==> src/rtl/div_unit.sv <==
// Iterative restoring signed divider: hi = remainder, lo = quotient (MIPS DIV); latency WIDTH+1 cycles.
// start is ignored while busy; define DIV_UNSIGNED_EN to add the unsigned_op port for DIVU.
module div_unit #(
    parameter int WIDTH = 32
) (
    input  logic             clock,
    input  logic             reset,
    input  logic             start,
    input  logic [WIDTH-1:0] a,
    input  logic [WIDTH-1:0] b,
`ifdef DIV_UNSIGNED_EN
    input  logic             unsigned_op,
`endif
    output logic             busy,
    output logic             done,
    output logic             div_zero,
    output logic [WIDTH-1:0] hi,
    output logic [WIDTH-1:0] lo
);

    typedef enum logic [1:0] {IDLE, CALC, FIX} state_t;

    localparam int CW = (WIDTH > 2) ? $clog2(WIDTH) : 1;

    state_t           state;
    logic [CW-1:0]    count;
    logic [WIDTH-1:0] quo;
    logic [WIDTH-1:0] rem;
    logic [WIDTH-1:0] divisor;
    logic             quo_neg;
    logic             rem_neg;

    logic             signed_op;
    logic             a_neg;
    logic             b_neg;
    logic [WIDTH-1:0] a_mag;
    logic [WIDTH-1:0] b_mag;
    logic [WIDTH:0]   shifted;
    logic [WIDTH:0]   trial;

`ifdef DIV_UNSIGNED_EN
    assign signed_op = ~unsigned_op;
`else
    assign signed_op = 1'b1;
`endif

    // Magnitudes are taken as unsigned WIDTH-bit values, so |-2^(WIDTH-1)| still fits.
    assign a_neg = signed_op & a[WIDTH-1];
    assign b_neg = signed_op & b[WIDTH-1];
    assign a_mag = a_neg ? -a : a;
    assign b_mag = b_neg ? -b : b;

    // The shifted remainder is below 2*divisor, so bit WIDTH of trial is a reliable sign.
    assign shifted = {rem, quo[WIDTH-1]};
    assign trial   = shifted - {1'b0, divisor};

    always_ff @(posedge clock or negedge reset) begin
        if (!reset) begin
            state    <= IDLE;
            count    <= '0;
            quo      <= '0;
            rem      <= '0;
            divisor  <= '0;
            quo_neg  <= 1'b0;
            rem_neg  <= 1'b0;
            busy     <= 1'b0;
            done     <= 1'b0;
            div_zero <= 1'b0;
            hi       <= '0;
            lo       <= '0;
        end else begin
            done     <= 1'b0;
            div_zero <= 1'b0;
            case (state)
                IDLE: begin
                    if (start) begin
                        if (b == '0) begin
                            div_zero <= 1'b1;
                        end else begin
                            quo     <= a_mag;
                            divisor <= b_mag;
                            rem     <= '0;
                            count   <= '0;
                            quo_neg <= a_neg ^ b_neg;
                            rem_neg <= a_neg;
                            busy    <= 1'b1;
                            state   <= CALC;
                        end
                    end
                end
                CALC: begin
                    if (!trial[WIDTH]) begin
                        rem <= trial[WIDTH-1:0];
                        quo <= {quo[WIDTH-2:0], 1'b1};
                    end else begin
                        rem <= shifted[WIDTH-1:0];
                        quo <= {quo[WIDTH-2:0], 1'b0};
                    end
                    count <= count + CW'(1);
                    if (count == CW'(WIDTH - 1))
                        state <= FIX;
                end
                FIX: begin
                    lo    <= quo_neg ? -quo : quo;
                    hi    <= rem_neg ? -rem : rem;
                    done  <= 1'b1;
                    busy  <= 1'b0;
                    state <= IDLE;
                end
                default: state <= IDLE;
            endcase
        end
    end

endmodule

==> config.mk <==
export PLATFORM = sky130hd
export DESIGN_NAME = div_unit
export DESIGN_NICKNAME = d
export VERILOG_FILES = /design/src/rtl/div_unit.sv
export SDC_FILE = /design/constraint.sdc
export NUM_CORES = 1
export LEC_CHECK = 0
export ABC_AREA = 1
export CORE_MARGIN = 4
export CORE_UTILIZATION = 66
export DETAILED_ROUTE_END_ITERATION = 8
export DONT_BUFFER_PORTS = 1
export PLACE_DENSITY = 0.82
export SLEW_MARGIN = 30
export SYNTH_ARGS = -nofsm -noshare
export SYNTH_HDL_FRONTEND = slang
export SYNTH_SLANG_ARGS = --single-unit
==> constraint.sdc <==
create_clock -name clock -period 2.7 [get_ports clock]
set_clock_uncertainty 0.15 [all_clocks]
set_input_delay 0.405 -clock clock [delete_from_list [all_inputs] [get_ports clock]]
set_output_delay 0.405 -clock clock [all_outputs]
set_load 0.02 [all_outputs]
==> results of run 1 <==
## how the worst max path moves through the flow
stage	to	slack, ps	depth (start not counted)
floorplan	rem[21]$_DFFE_PN0P_	350	18
global route	rem[31]$_DFFE_PN0P_	-20	17
CTS	rem[3]$_DFFE_PN0P_	90	17
detailed placement	rem[6]$_DFFE_PN0P_	130	17
global placement	rem[31]$_DFFE_PN0P_	200	14
finish	rem[25]$_DFFE_PN0P_	110	12
## kinds of logic after synthesis
| kind of cell | synth area share |
|---|---|
| simple gates | 0.391 |
| buf+inv | 0.102 |
| fa+ha+maj | 0.0372 |
| flops | 0.323 |
| xor+xnor | 0.0539 |
| compound gates | 0.0928 |
## worst reg2reg max path, cell delays in order (launching register included)
cell and delay (ps):
dfrtp_1 450, ha_1 390, nand2_1 160, inv_1 90, a21oi_1 320, nand3_1 300, nand2_1 190, nand2_1 70
nand2_1 60, nand2_1 130, nand2_2 100, nand3_1 60, nand2_1 70
## state kept, by name, summed over array words and instances, names as in the netlist
name	cells
divisor	32
hi	32
lo	32
quo	32
rem	32
count	5
state	2
busy	1
div_zero	1
done	1
quo_neg	1
rem_neg	1
## what timing repair did
| action | CTS | global route |
|---|---|---|
| buffers inserted | 0 | 3 |
| endpoints found under the hold margin | 174 | 172 |
| resized for setup | 0 | 14 |
| endpoints found under the setup margin | 0 | 31 |
## where the power goes
group | internal (µW) | switching, µW | total [µW] | leakage [µW]
Combinational | 4550 | 8670 | 13200 | 0.00516
Clock | 1260 | 1200 | 2460 | 0.000280
Sequential | 3450 | 1010 | 4460 | 0.00208
## synth_stat cells, drive strengths merged, types with 2 or more instances
library cell / n / share of area
or2: 7 / 0.0033
nand4: 29 / 0.014
xnor2: 14 / 0.0092
nor2: 214 / 0.061
a21oi: 43 / 0.018
dfrtp: 172 / 0.32
clkbuf: 31 / 0.0087
o31ai: 2 / 0.0011
o21ai: 126 / 0.048
o21bai: 4 / 0.0023
nor4: 5 / 0.0023
nand3: 209 / 0.085
nor3: 20 / 0.0083
nand2: 688 / 0.20
and2: 5 / 0.0023
buf: 29 / 0.016
xor2: 68 / 0.045
nand3b: 17 / 0.0096
ha: 38 / 0.036
inv: 272 / 0.077
a22o: 2 / 0.0013
a31oi: 14 / 0.0066
o211ai: 19 / 0.014
a21o: 2 / 0.0011
clkinv: 2 / 0.00056
## cell type report
type / count / area share
timing repair buffer: 42 / 0.0280
clock buffer: 18 / 0.0306
sequential: 172 / 0.300
clock inverter: 14 / 0.00975
multi-input combinational: 1531 / 0.537
inverter: 274 / 0.0716
tap: 265 / 0.0231
## metal layers
layer | GRT usage | up-vias | routed length (µm)
met4 | 0.108 | 0 | 1140
met3 | 0.0909 | 72 | 5020
met1 | 0.550 | 6210 | 17600
met2 | 0.500 | 798 | 16600
met5 | 0 | - | 0
li1 | - | 6468 | -
## cells in the final DEF, fill, tap and decap left out, types with 27 or more instances in the layout
master     n
nand2_1  654
inv_1    266
nor2_1   207
nand3_1  192
dfrtp_1  169
o21ai_0  109
xor2_1    68
a21oi_1   39
ha_1      34
buf_4     32
nand4_1   29
nand2_2   27
## per-stage QoR
stage	hold WS [ps]	TNS (ps)	cells	utilization	power, µW
2_1_floorplan	-40.6	0	2036	-	13600
4_1_cts	-493	0	2312	0.725	19500
6_report	-493	0	2316	0.731	20100
3_3_place_gp	-36.9	0	2278	0.695	16700
5_1_grt	-502	-40.1	2316	0.731	21800
3_5_place_dp	-36.6	0	2278	0.695	17000
==> flow_summary.ini, run 1 <==
[logic_synthesis]
synth-seq-area-share = 0.323
async_reset_ff_frac = 1.00
yosys_warnings = 0
synth_top_flop_cell = dfrtp_1
synth.net_count = 2142
synth_area_mm2 = 0.0133
yosysUniqueCellTypes = 48
ys_ff_latch = 172
synthCells = 2036
syn_avg_cell_area_um2 = 6.54
synth_edf_count = 0

[timing]
final.min_clock_period_ps = 2590
worst_slack_ps = 112
finalHoldViolations = 172
tightest_slew_ps = 587
max_freq_mhz = 386
worst_hold_slack_ps = -493
period_share = 0.959
slew_viol_final = 0
finalSetupViolations = 0
maxSlewHeadroom = 0.606

[setup_path]
r2r_setup_slack_ps = 110
reg2regPathDepth = 12
crit_family = simple AND/OR/NAND/NOR gates
start_kind = flip-flop
reg2reg_from = rem[7]$_DFFE_PN0P_
regToRegEndpoint = rem[25]$_DFFE_PN0P_
crit_required_ps = 2920
cp_common_cell = nand2_1
crit_start = rem[7]$_DFFE_PN0P_
end_kind = flip-flop
cp_max_fo = 4
critPathMaxStageDelay_ps = 450
path_buf_inv = 1
cp.arrival_ps = 2810
critPathKind = flip-flop to flip-flop
slowest_stage = dfrtp_1
crit_chain = ha_1 -> nand2_1 -> inv_1 -> a21oi_1 -> nand3_1 -> nand2_1 -> nand2_1 -> nand2_1 -> nand2_1 -> nand2_2 -> nand3_1 -> nand2_1

[clock_tree]
clock_latency_ps = 440
clockRootBuffer = clkbuf_16
cts-buffers-inserted = 17
clkSinkCount = 172
cts_tree = yes
clk_path_buf_depth = 2
cts_hold_buffers = 2
clkSlewWorstSetupHoldPaths_ps = 80
h-tree-depth = 4

[drt]
routed_wl_um = 40400
via_per_inst = 5.85
drt-pass1-iter-count = 7
drcViolationCount = 0
wl_per_cell_um = 17.4
ant_nets = 0
drt-initial-drc-count = 1452
vias = 13500

[power]
p_leak_uw = 0.00752
peakVddDrop_mv = 0.677
powerDensity_mw_per_mm2 = 1400

[cells_and_area]
final_area_mm2 = 0.0144
multiInputGateArea_mm2 = 0.00772
fill_cells = 1673
num-nets-final = 2144
drive_above_1_share = 0.0809
area_growth_pct = 7.89
final-seq-area_mm2 = 0.00431
antenna_cells = 0

[die]
boundaryPins = 134
initial_utilization = 0.677
die-area_mm2 = 0.0225
die_h_um = 150
placementRows = 51
core_mm2 = 0.0197
die_w_um = 150

[global_route]
globalRouteOverflowTotal = 0
antenna_found_initial = 0
track_usage = 0.360
grt_pass1_wl_um = 63700
first_global_vias = 12200
grt_max_degree = 173

[place]
dpl.hpwl_um = 31500
post_dp_cell_area_mm2 = 0.0137
port_buffers = 0
gp_congestion = 1.04
pre_cts_slack_ps = 129

[flow_run]
cap_violations = 0

[run_status]
status = finished, violations left
violations = negative hold slack

[min_path]
min_path_type = input port to async pin
No activity file was read; power rests on OpenSTA's default activity.
==> run 2, diff against run 1 <==
--- a/config.mk
+++ b/config.mk
@@ -6,10 +6,12 @@
 export NUM_CORES = 1
 export LEC_CHECK = 0
 export ABC_AREA = 1
+export CORE_ASPECT_RATIO = 0.5
 export CORE_MARGIN = 4
 export CORE_UTILIZATION = 66
 export DETAILED_ROUTE_END_ITERATION = 8
 export DONT_BUFFER_PORTS = 1
+export GPL_TIMING_DRIVEN = 0
 export PLACE_DENSITY = 0.82
 export SLEW_MARGIN = 30
 export SYNTH_ARGS = -nofsm -noshare
==> run 2 against run 1 <==
The flow still finishes with violations (negative hold slack); clock power rose by 12%; worst hold slack got worse by 8.1 ps; flip-flop and latch count stayed put; sequential power up 3%; die area increased by 0.61%; design area grew 2.9%; critical endpoint is now rem[8]$_DFFE_PN0P_.
==> flow_summary.ini, run 2 (synthesized netlist as in run 1, its figures left out) <==
[power]
peakVddDrop_mv = 0.645
powerDensity_mw_per_mm2 = 1420
p_leak_uw = 0.00762

[die]
boundaryPins = 134
placementRows = 36
core_mm2 = 0.0196
die_w_um = 209
die-area_mm2 = 0.0226
die_h_um = 108
initial_utilization = 0.678

[setup_path]
critPathMaxStageDelay_ps = 380
end_kind = flip-flop
crit_chain = inv_1 -> ha_1 -> nand2_1 -> nand2_1 -> nand2_1 -> nand2_2 -> a21oi_4 -> nand2_4 -> nand2_8 -> nand3_4 -> nand2_8 -> clkbuf_16 -> nand2_2 -> nand3_2 -> nand2_1
reg2regPathDepth = 15
cp_max_fo = 5
start_kind = flip-flop
cp_common_cell = nand2_1
slowest_stage = dfrtp_1
cp.arrival_ps = 2860
crit_required_ps = 2900
critPathKind = flip-flop to flip-flop

[timing]
tightest_slew_ps = 761
final.min_clock_period_ps = 2660
slew_viol_final = 0
max_freq_mhz = 376
finalHoldViolations = 172
period_share = 0.984
maxSlewHeadroom = 0.493
worst_hold_slack_ps = -501
finalSetupViolations = 0

[global_route]
globalRouteOverflowTotal = 0
antenna_found_initial = 0
first_global_vias = 12700
grt_max_degree = 173
track_usage = 0.375
grt_pass1_wl_um = 67100

[drt]
via_per_inst = 5.85
wl_per_cell_um = 18.4
vias = 13800
routed_wl_um = 43500
drt-pass1-iter-count = 6
drt-initial-drc-count = 1630
ant_nets = 0
drcViolationCount = 0

[min_path]
min_path_type = input port to async pin

[clock_tree]
cts-buffers-inserted = 17
clk_path_buf_depth = 2
cts_tree = yes
clock_latency_ps = 460
clkSinkCount = 172
cts_hold_buffers = 8
h-tree-depth = 4
clkSlewWorstSetupHoldPaths_ps = 70
clockRootBuffer = clkbuf_16

[cells_and_area]
final_common_cell = nand2_1
antenna_cells = 0
drive_above_1_share = 0.0894
fill_cells = 1639
final_area_mm2 = 0.0148
final_core_util = 0.753
final_cell_mix = nand2_1, inv_1, nor2_1
area_growth_pct = 11.0
num-nets-final = 2186

[place]
gp_congestion = 0.994
dpl.hpwl_um = 32900
port_buffers = 0
post_dp_cell_area_mm2 = 0.0136

[flow_run]
cap_violations = 0

[run_status]
violations = negative hold slack
status = finished, violations left
-- run 2: changes by cell type in the layout (fill, tap and decap cells not counted), sizes merged --
cell,before,now
clkbuf,18,52
bufinv,0,4
clkinv,5,3
nand3,209,210
inv,281,278
dlygate4sd3,2,8
nand2,689,688
buf,40,42
-- run 2: worst paths after layout --
check | start | end | slack (ps)
max in group asynchronous | reset | rem[22]$_DFFE_PN0P_ | 2490
worst min-delay path | reset | rem[16]$_DFFE_PN0P_ | -500
worst min register to register | divisor[18]$_DFFE_PN0P_ | divisor[18]$_DFFE_PN0P_ | 340
min in group clock | b[13] | divisor[13]$_DFFE_PN0P_ | 10
worst max-delay path | divisor[9]$_DFFE_PN0P_ | rem[8]$_DFFE_PN0P_ | 40
worst max register to register | divisor[9]$_DFFE_PN0P_ | rem[8]$_DFFE_PN0P_ | 40
-- run 2: layout make-up --
cell class,count,area [µm²],area share
plain buffers,60,349,0.0236
clock buffers,18,439,0.0297
clock inverters,13,204,0.0138
inverters,274,1030,0.0696
multi-input cells,1531,7850,0.531
flip-flops and latches,172,4310,0.292
well taps,266,333,0.0225
repair buffers,24,273,0.0184
-- run 2: critical path, delay by kind of cell (launching register included) --
family                   cells  cell delay (ps)
AND/OR/NAND/NOR             11             1210
flip-flops                   1              380
buffers and inverters        2              310
adder cells (fa/ha/maj)      1              310
AO/OA/AOI/OAI                1              190
-- run 2: report_power, final --
part	total, µW	internal (µW)	switching [µW]
clock	2760	1600	1160
combinational	13700	4990	8720
sequential	4580	3460	1120
total	21000	10000	11000
-- run 2: metrics by stage --
stage	power (µW)	hold slack (ps)	instances	TNS, ps	worst slack [ps]
finish	21000	-501	2358	0	43.1
global route	22600	-507	2358	-362	-46.7
CTS	19800	-514	2346	0	6.89
detailed placement	16800	-32.4	2302	-2990	-154
global placement	16500	-32.3	2302	-2270	-132
floorplan	13600	-40.6	2036	0	350
-- run 2: timing repair --
item                                   CTS  global route
endpoints found under the hold margin  179           172
setup buffers                            5             9
pin swaps                                3            12
cloned                                   0             3
setup endpoints to repair               33            54
resized for setup                        3            45
-- run 2: layer usage --
metal	routed length (µm)	GRT usage
met5	0	0
met4	1480	0.130
met3	4340	0.0690
met2	19500	0.610
met1	18200	0.511
